`src/rtl/display_scan_if.sv`:
```
// Bus between the measurement stage and the display scan controller.
// LOAD is a one-cycle strobe with no ready/backpressure: BCD_IN is captured
// on every rising CLK edge where LOAD=1, and the controller always accepts it.
// A later LOAD before the frame boundary overwrites the earlier value.
interface display_scan_if;
  logic [15:0] BCD_IN;
  logic        LOAD;
  logic        BLANK_LZ;
  logic        A;
  logic        B;
  logic        DIGIT_EN;
  logic [3:0]  NIBBLE;
  logic [6:0]  SEG;
  logic        FRAME;

  // Producer side: measurement stage (or testbench) driving the controller.
  modport master (
    output BCD_IN, LOAD, BLANK_LZ,
    input  A, B, DIGIT_EN, NIBBLE, SEG, FRAME
  );

  // Controller side.
  modport slave (
    input  BCD_IN, LOAD, BLANK_LZ,
    output A, B, DIGIT_EN, NIBBLE, SEG, FRAME
  );
endinterface

```
`src/rtl/display_scan_controller.sv`:
```
// Digit-scan sequencer for a 4-digit seven-segment display. Walks a 2-bit
// digit index (A/B to a 2-to-4 decoder), drives the shared active-low segment
// bus, holds DIGIT_EN low for a guard window at the start of every slot,
// blanks leading zeros on request and only swaps in a new value at the
// frame boundary (index 3 -> 0) so a frame never mixes two readings.
module display_scan_controller #(
  parameter int SCAN_DIV  = 100000,
  parameter int GUARD_CYC = 64
) (
  input  logic          CLK,
  input  logic          RESET_N,
  display_scan_if.slave bus
);

  localparam int              CW       = (SCAN_DIV > 1) ? $clog2(SCAN_DIV) : 1;
  localparam logic [CW-1:0]   LP_LAST  = CW'(SCAN_DIV - 1);
  localparam logic [CW:0]     LP_GUARD = (CW + 1)'(GUARD_CYC);

  logic [CW-1:0] r_cnt;
  logic [1:0]    r_idx;
  logic [15:0]   r_disp;
  logic [15:0]   r_pend;
  logic          r_pend_flag;

  logic          r_a;
  logic          r_b;
  logic          r_digit_en;
  logic [3:0]    r_nibble;
  logic [6:0]    r_seg;
  logic          r_frame;

  logic          w_tick;
  logic          w_wrap;
  logic [3:0]    w_nibble;
  logic          w_blank;
  logic          w_guard_done;
  logic [6:0]    w_seg_dec;

  assign w_tick       = (r_cnt == LP_LAST);
  assign w_wrap       = w_tick & (r_idx == 2'd3);
  assign w_guard_done = ({1'b0, r_cnt} >= LP_GUARD);

  // Select the digit being scanned and decide whether it is a leading zero.
  always_comb begin
    w_nibble = r_disp[3:0];
    w_blank  = 1'b0;
    case (r_idx)
      2'd0: begin
        w_nibble = r_disp[3:0];
        w_blank  = 1'b0;
      end
      2'd1: begin
        w_nibble = r_disp[7:4];
        w_blank  = bus.BLANK_LZ & (r_disp[15:4] == 12'h000);
      end
      2'd2: begin
        w_nibble = r_disp[11:8];
        w_blank  = bus.BLANK_LZ & (r_disp[15:8] == 8'h00);
      end
      default: begin
        w_nibble = r_disp[15:12];
        w_blank  = bus.BLANK_LZ & (r_disp[15:12] == 4'h0);
      end
    endcase
  end

  // BCD to active-low {g,f,e,d,c,b,a}; non-decimal codes show a dash.
  always_comb begin
    w_seg_dec = 7'h3F;
    case (w_nibble)
      4'd0:    w_seg_dec = 7'h40;
      4'd1:    w_seg_dec = 7'h79;
      4'd2:    w_seg_dec = 7'h24;
      4'd3:    w_seg_dec = 7'h30;
      4'd4:    w_seg_dec = 7'h19;
      4'd5:    w_seg_dec = 7'h12;
      4'd6:    w_seg_dec = 7'h02;
      4'd7:    w_seg_dec = 7'h78;
      4'd8:    w_seg_dec = 7'h00;
      4'd9:    w_seg_dec = 7'h10;
      default: w_seg_dec = 7'h3F;
    endcase
  end

  // Slot prescaler and digit index.
  always_ff @(posedge CLK) begin
    if (!RESET_N) begin
      r_cnt <= '0;
      r_idx <= 2'd0;
    end else begin
      r_cnt <= w_tick ? '0 : r_cnt + CW'(1);
      if (w_tick) r_idx <= r_idx + 2'd1;
    end
  end

  // Pending/display double buffer; the display copy only moves at the frame wrap.
  always_ff @(posedge CLK) begin
    if (!RESET_N) begin
      r_disp      <= 16'h0000;
      r_pend      <= 16'h0000;
      r_pend_flag <= 1'b0;
    end else begin
      if (w_wrap && r_pend_flag) r_disp <= r_pend;
      if (bus.LOAD) begin
        r_pend      <= bus.BCD_IN;
        r_pend_flag <= 1'b1;
      end else if (w_wrap) begin
        r_pend_flag <= 1'b0;
      end
    end
  end

  // Registered outputs, one cycle behind the scan state.
  always_ff @(posedge CLK) begin
    if (!RESET_N) begin
      r_a        <= 1'b0;
      r_b        <= 1'b0;
      r_digit_en <= 1'b0;
      r_nibble   <= 4'h0;
      r_seg      <= 7'h7F;
      r_frame    <= 1'b0;
    end else begin
      r_a        <= r_idx[1];
      r_b        <= r_idx[0];
      r_digit_en <= w_guard_done & ~w_blank;
      r_nibble   <= w_nibble;
      r_seg      <= w_blank ? 7'h7F : w_seg_dec;
      r_frame    <= w_wrap;
    end
  end

  assign bus.A        = r_a;
  assign bus.B        = r_b;
  assign bus.DIGIT_EN = r_digit_en;
  assign bus.NIBBLE   = r_nibble;
  assign bus.SEG      = r_seg;
  assign bus.FRAME    = r_frame;

endmodule

```
`src/flat_wrapper.sv`:
```
// flat-port wrapper written by rule: the top's interface ports become plain ports
module display_scan_controller_flat 
#(
  parameter int SCAN_DIV  = 100000,
  parameter int GUARD_CYC = 64
)
  (CLK, RESET_N, bus_BCD_IN, bus_LOAD, bus_BLANK_LZ, bus_A, bus_B, bus_DIGIT_EN, bus_NIBBLE, bus_SEG, bus_FRAME);
  display_scan_if bus_i ();
  input  logic CLK;
  input  logic RESET_N;
  input wire logic [$bits(bus_i.BCD_IN)-1:0] bus_BCD_IN;
  input wire logic [$bits(bus_i.LOAD)-1:0] bus_LOAD;
  input wire logic [$bits(bus_i.BLANK_LZ)-1:0] bus_BLANK_LZ;
  output wire logic [$bits(bus_i.A)-1:0] bus_A;
  output wire logic [$bits(bus_i.B)-1:0] bus_B;
  output wire logic [$bits(bus_i.DIGIT_EN)-1:0] bus_DIGIT_EN;
  output wire logic [$bits(bus_i.NIBBLE)-1:0] bus_NIBBLE;
  output wire logic [$bits(bus_i.SEG)-1:0] bus_SEG;
  output wire logic [$bits(bus_i.FRAME)-1:0] bus_FRAME;
  assign bus_i.BCD_IN = bus_BCD_IN;
  assign bus_i.LOAD = bus_LOAD;
  assign bus_i.BLANK_LZ = bus_BLANK_LZ;
  assign bus_A = bus_i.A;
  assign bus_B = bus_i.B;
  assign bus_DIGIT_EN = bus_i.DIGIT_EN;
  assign bus_NIBBLE = bus_i.NIBBLE;
  assign bus_SEG = bus_i.SEG;
  assign bus_FRAME = bus_i.FRAME;
  display_scan_controller #(.SCAN_DIV(SCAN_DIV), .GUARD_CYC(GUARD_CYC)) u_core (.CLK(CLK), .RESET_N(RESET_N), .bus(bus_i));
endmodule
```
`config.mk`:
```
export PLATFORM = sky130hd
export DESIGN_NAME = display_scan_controller_flat
export DESIGN_NICKNAME = d
export VERILOG_FILES = /design/src/rtl/display_scan_if.sv /design/src/rtl/display_scan_controller.sv /design/src/flat_wrapper.sv
export SDC_FILE = /design/constraint.sdc
export NUM_CORES = 1
export LEC_CHECK = 0
export CAP_MARGIN = 20
export CORE_UTILIZATION = 30
export CTS_CLUSTER_DIAMETER = 200
export DETAILED_ROUTE_END_ITERATION = 10
export GPL_TIMING_DRIVEN = 1
export PLACE_DENSITY = 0.51
export SKIP_CTS_REPAIR_TIMING = 1
export SLEW_MARGIN = 20
export SYNTH_ARGS = -nofsm -noshare
export SYNTH_HDL_FRONTEND = slang
export SYNTH_SLANG_ARGS = --single-unit
```
`constraint.sdc`:
```
create_clock -name CLK -period 2.51 [get_ports CLK]
set_clock_uncertainty 0.1 [all_clocks]
set_input_delay 0.6275 -clock CLK [delete_from_list [all_inputs] [get_ports CLK]]
set_output_delay 0.6275 -clock CLK [all_outputs]
set_load 0.02 [all_outputs]
```
Word-level counts from Yosys, hierarchy flattened --
Memory sizes are Yosys's and may differ from the RTL's. A register that Yosys moved wholly into a read port is not among the register bits. Cells that the tools add are included.
Storage, ports and cells: register bits after elaboration 60, output and inout bits 15, word-level logic and storage cells 37, bits of input ports 20, memories kept 1, bits in read-only memories 112
Memory list:
- (no name shown) | depth 16, width 7, rd ports 1, clocked after memory_dff 1, write ports 0, line display_scan_controller.sv:70 | case (w_nibble)
Cells by class: eq/ne operators 4, muxes and demuxes 4, bitwise logic cells 7, order comparisons 1, $add $sub $neg 2, reduce and logical (&&, ||, !) cells 8
Operators by type and width (number):
- adder 17 x 1 -> 17 bit (second input constant) | 1
- == test 17 bit (second input constant) | 1
- >= comparator 17 x 7 -> 1 bit (second input constant) | 1
- zero test 12 bit | 1
- case mux 4 bit (3 select lines) | 1
- zero test 8 bit | 1
- AND 1 bit | 5
- == test 2 bit (second input constant) | 2
- zero test 4 bit | 1
- OR reduction 2 bit | 2
- case mux 1 bit (3 select lines) | 1
- adder 2 x 1 -> 2 bit (second input constant) | 1
- == test 2 x 1 -> 1 bit (second input constant) | 1
- zero test 2 bit | 1
- 2-to-1 mux 1 bit | 2
- inverter 1 bit | 2
- nonzero test 2 bit | 1
- logical AND 1 bit | 1

Longest topological paths before layout --
depth in word-level cells 5, gate-level depth with buffers 8, mapped depth without buffers 8

Least setup slack after synthesis --
Ideal clock, no wire load.
path kind register to register, from register u_core.r_idx[0], to register u_core.r_seg[3], in the netlist u_core.bus.SEG[3], required time 2.282 ns, clock period less this slack 2.093 ns, library setup time 0.128 ns, arrival time 1.864 ns, slack 0.417 ns, buffers on the path 1, stages on the path, launching flop included 8, cell sequence dfxtp_1 -> ha_1 -> clkbuf_1 -> mux2i_1 -> inv_1 -> ha_1 -> o21ai_0 -> nand4_1
Between the ends: elaborated cells between the ends (all ways) 6, those cells by class eq/ne (2); mux (2); reduce/logical (2)
RTL lines:
- start: declaration | line display_scan_controller.sv:20 | logic [1:0] r_idx;
- start signal: assignment | line display_scan_controller.sv:92 | if (w_tick) r_idx <= r_idx + 2'd1;
- == test 2 bit, or another cell as far along | line display_scan_controller.sv:47 | case (r_idx)
- case mux 4 bit (3 select lines) (*) | line display_scan_controller.sv:47
- named net u_core.w_nibble[0] | line display_scan_controller.sv:34 | logic [3:0] w_nibble;
- end: declaration | line display_scan_controller.sv:29 | logic [6:0] r_seg;
Mark *: on every way through the listed nets, which the timed path passes. The rest lies on a longest branch. A chain may end at the register's enable or synchronous reset.

Worst setup path in the final report --
from register u_core.r_idx[0], to register u_core.r_seg[3], in the netlist u_core.bus.SEG[3]
Between the ends: longest elaborated chain between the ends 3, elaborated cells between the ends (all ways) 6, those cells by class eq/ne (2); mux (2); reduce/logical (2)
RTL lines (line):
- == test 2 bit, or another cell as far along | display_scan_controller.sv:47
- case mux 1 bit (3 select lines) | display_scan_controller.sv:47
- OR reduction 2 bit (no line)
Several ways; a longest one is shown, not always the timed one.

==> results.md <==
- Slew margin rel.: 0.626
- Vias in the first global route: 2058
- Detailed placement HPWL: 4.11 mm
- Peak supply drop: 0.000278 V
- Outcome: completed
- Crit Path Class: register to register
- Final period util: 0.932
- Initial antenna violation count: 0
- Area of the core: 9370 sq um
- Post-synthesis sequential area ratio: 0.456
- Routed via count: 2139
- Synth Register Bits: 67
- First-pass GRT wire length: 9.77 mm
- Critical path required time: 2.62 ns
- # placed instances: 459
- Min cycle time layout: 2.34 ns
- Area grow syn2layout: 23.9%
- Crit path arrival time: 2.45 ns
- H-Tree Depth: 3
- Post-route DRC: 0
- Share of layout cells above drive strength 1: 0.0983
- Final setup viols: 0
- Final Instance Area: 3650 sq um
- Placed cell area: 3420 sq um
- P_leak: 1.31 nW
- Row count: 35
- DP Worst Slack: 0.150 ns
- Pwr dens: 601 nW/um^2
- Asr flop ratio synth: 0
- Input/output buffers: 34
- Synthesized area: 2940 sq um
- # clock sinks: 67
- Finished Layout Cells: 475
- Critical path origin: u_core.r_idx[0]$_SDFFE_PN0P_
- Clock Tree Root: clkbuf_8
- Setup crit end: u_core.bus.SEG[3]$_SDFF_PP1_
- # nets final: 371
- Crit end category: register
- Synth top area cells: dfxtp_1 (46%), mux2i_1 (13%), nand2_1 (5.1%)
- Synth area leader: dfxtp_1
- Largest net degree at the start of global routing: 32
- Worst-case reg-to-reg path depth: 7
- Final Max Slew Viols: 0
- Synth Net Count: 333
- Setup TNS: 0 ns
- CTS Buffer Depth: 2
- Final worst setup slack: 0.171 ns
- Clock latency on the worst-skew pair: 0.34 ns
- Register-to-Register Setup Slack: 0.17 ns
- Fillers: 968
- Fmax: 0.428 GHz
- DRT iter0 DRCs: 128
- EDFF count, synth: 0
- Die area: 10200 sq um
- Final WL: 5.79 mm
- DRT antenna net count: 0
- Starting Density: 0.314
- Commonest cells after routing, fill and taps aside: dfxtp_1 (67), nand2_1 (40), mux2i_1 (35)
- Actual slew at the worst max-slew pin: 0.546 ns
- Yosys Warn Count: 0
- Synth Flop Type: dfxtp_1
- Max_cap viols: 0
- Die W: 101 um
- Commonest non-fill, non-tap cell in the layout: dfxtp_1
- TritonCTS clock tree: built
- Final hold violations: 0
- Total grt overflow: 0
- DR WL/cell: 12.2 um
- Reg2reg start: u_core.r_idx[0]$_SDFFE_PN0P_
- Reg clk slew, reported paths: 0.08 ns
- Total Routing Usage GR: 0.124
- Pre-antenna DRT Iters: 4
- RD Place Congestion: 0.803
- Share of the synthesized area in the top cell type: 0.456
- Critical R2R Capture: u_core.bus.SEG[3]$_SDFF_PP1_
- Max Fanout on Critical Path: 8
- Type of the most critical hold path: register to register
- IO Count: 35
- Setup crit start kind: register
- Routed vias/inst: 4.50
- Die Height: 101 um
- Unrepaired setup endpoints after global routing: no
- Diode count: 0
- Gate Count Post-Synth: 303
- Post-synth cell types: 41
- TritonCTS Buffers: 9
- Syn Area/Cell: 9.72 sq um
## Yosys cell counts, drive strengths merged, types with 7 or more instances
| master | number |
|---|---|
| nor2b | 17 |
| nand2 | 40 |
| nor2 | 17 |
| dfxtp | 67 |
| nand4 | 7 |
| o21ai | 12 |
| nand3 | 9 |
| mux2i | 37 |
| ha | 10 |
| inv | 14 |
| clkbuf | 8 |
## power by group
group	switching (W)	internal, W	leakage [nW]
combinational	0.0000571	0.0000650	0.667
sequential	0.0000144	0.00109	0.546
clock	0.000411	0.000555	0.101
total	0.000483	0.00171	1.31
## flip-flops by register name, summed over array words and instances, names as in the netlist
signal / count
u_core.bus.A: 1
u_core.r_pend_flag: 1
u_core.bus.SEG: 7
u_core.r_pend: 16
u_core.bus.DIGIT_EN: 1
u_core.bus.FRAME: 1
u_core.r_disp: 16
u_core.r_idx: 2
u_core.r_cnt: 17
u_core.bus.B: 1
u_core.bus.NIBBLE: 4
## cells by family after synthesis
| kind of cell | Yosys count | synth area share |
|---|---|---|
| compound gates | 28 | 0.0629 |
| xor+xnor | 12 | 0.0357 |
| fa+ha+maj | 10 | 0.0425 |
| buf+inv | 25 | 0.0382 |
| flops | 67 | 0.456 |
| mux | 40 | 0.137 |
| simple gates | 121 | 0.228 |
## stage by stage
stage | hold WS [ns] | utilization | total power (W)
3_3_place_gp | 0.351 | 0.365 | 0.00125
5_1_grt | 0.389 | 0.389 | 0.00229
3_5_place_dp | 0.353 | 0.365 | 0.00125
4_1_cts | 0.364 | 0.388 | 0.00223
6_report | 0.365 | 0.389 | 0.00219
2_1_floorplan | 0.334 | - | 0.00119
## critical path: stages, from the launching register on
cell and delay [ns]:
dfxtp_1 0.42, inv_1 0.10, ha_1 0.26, a222oi_1 0.48, mux2i_2 0.24, ha_1 0.34, o21ai_0 0.16, nand4_1 0.12
## layer usage
| metal | global-route usage | share of wire | vias to the layer above | wire [um] |
|---|---|---|---|---|
| met2 | 0.174 | 0.40 | 43 | 2300 |
| met1 | 0.177 | 0.55 | 959 | 3190 |
| met5 | 0 | 0 | - | 0 |
| met4 | 0.0602 | 0.014 | 0 | 82 |
| li1 | - | - | 1130 | - |
| met3 | 0.0312 | 0.038 | 7 | 220 |
## worst min-delay path by stage
stage / from / end / cells past startpoint
finish: u_core.r_pend[11]$_SDFFE_PN0P_ / u_core.r_disp[11]$_SDFFE_PN0P_ / 2
global route: u_core.r_pend[1]$_SDFFE_PN0P_ / u_core.r_disp[1]$_SDFFE_PN0P_ / 2
CTS: u_core.r_pend[1]$_SDFFE_PN0P_ / u_core.r_disp[1]$_SDFFE_PN0P_ / 2
global placement: u_core.r_pend[1]$_SDFFE_PN0P_ / u_core.r_disp[1]$_SDFFE_PN0P_ / 2
floorplan: u_core.r_disp[0]$_SDFFE_PN0P_ / u_core.r_disp[0]$_SDFFE_PN0P_ / 2
detailed placement: u_core.r_pend[13]$_SDFFE_PN0P_ / u_core.r_disp[13]$_SDFFE_PN0P_ / 2
## area by class of cell
type / count / area (sq um) / area share
multi-input cells: 211 / 1500 / 0.411
flip-flops and latches: 67 / 1340 / 0.368
repair buffers: 38 / 378 / 0.104
well taps: 129 / 161 / 0.0443
clock buffers: 9 / 124 / 0.0340
clock inverters: 7 / 92.6 / 0.0254
inverters: 14 / 52.6 / 0.0144
Note: power is estimated with default switching activity, not from simulation.
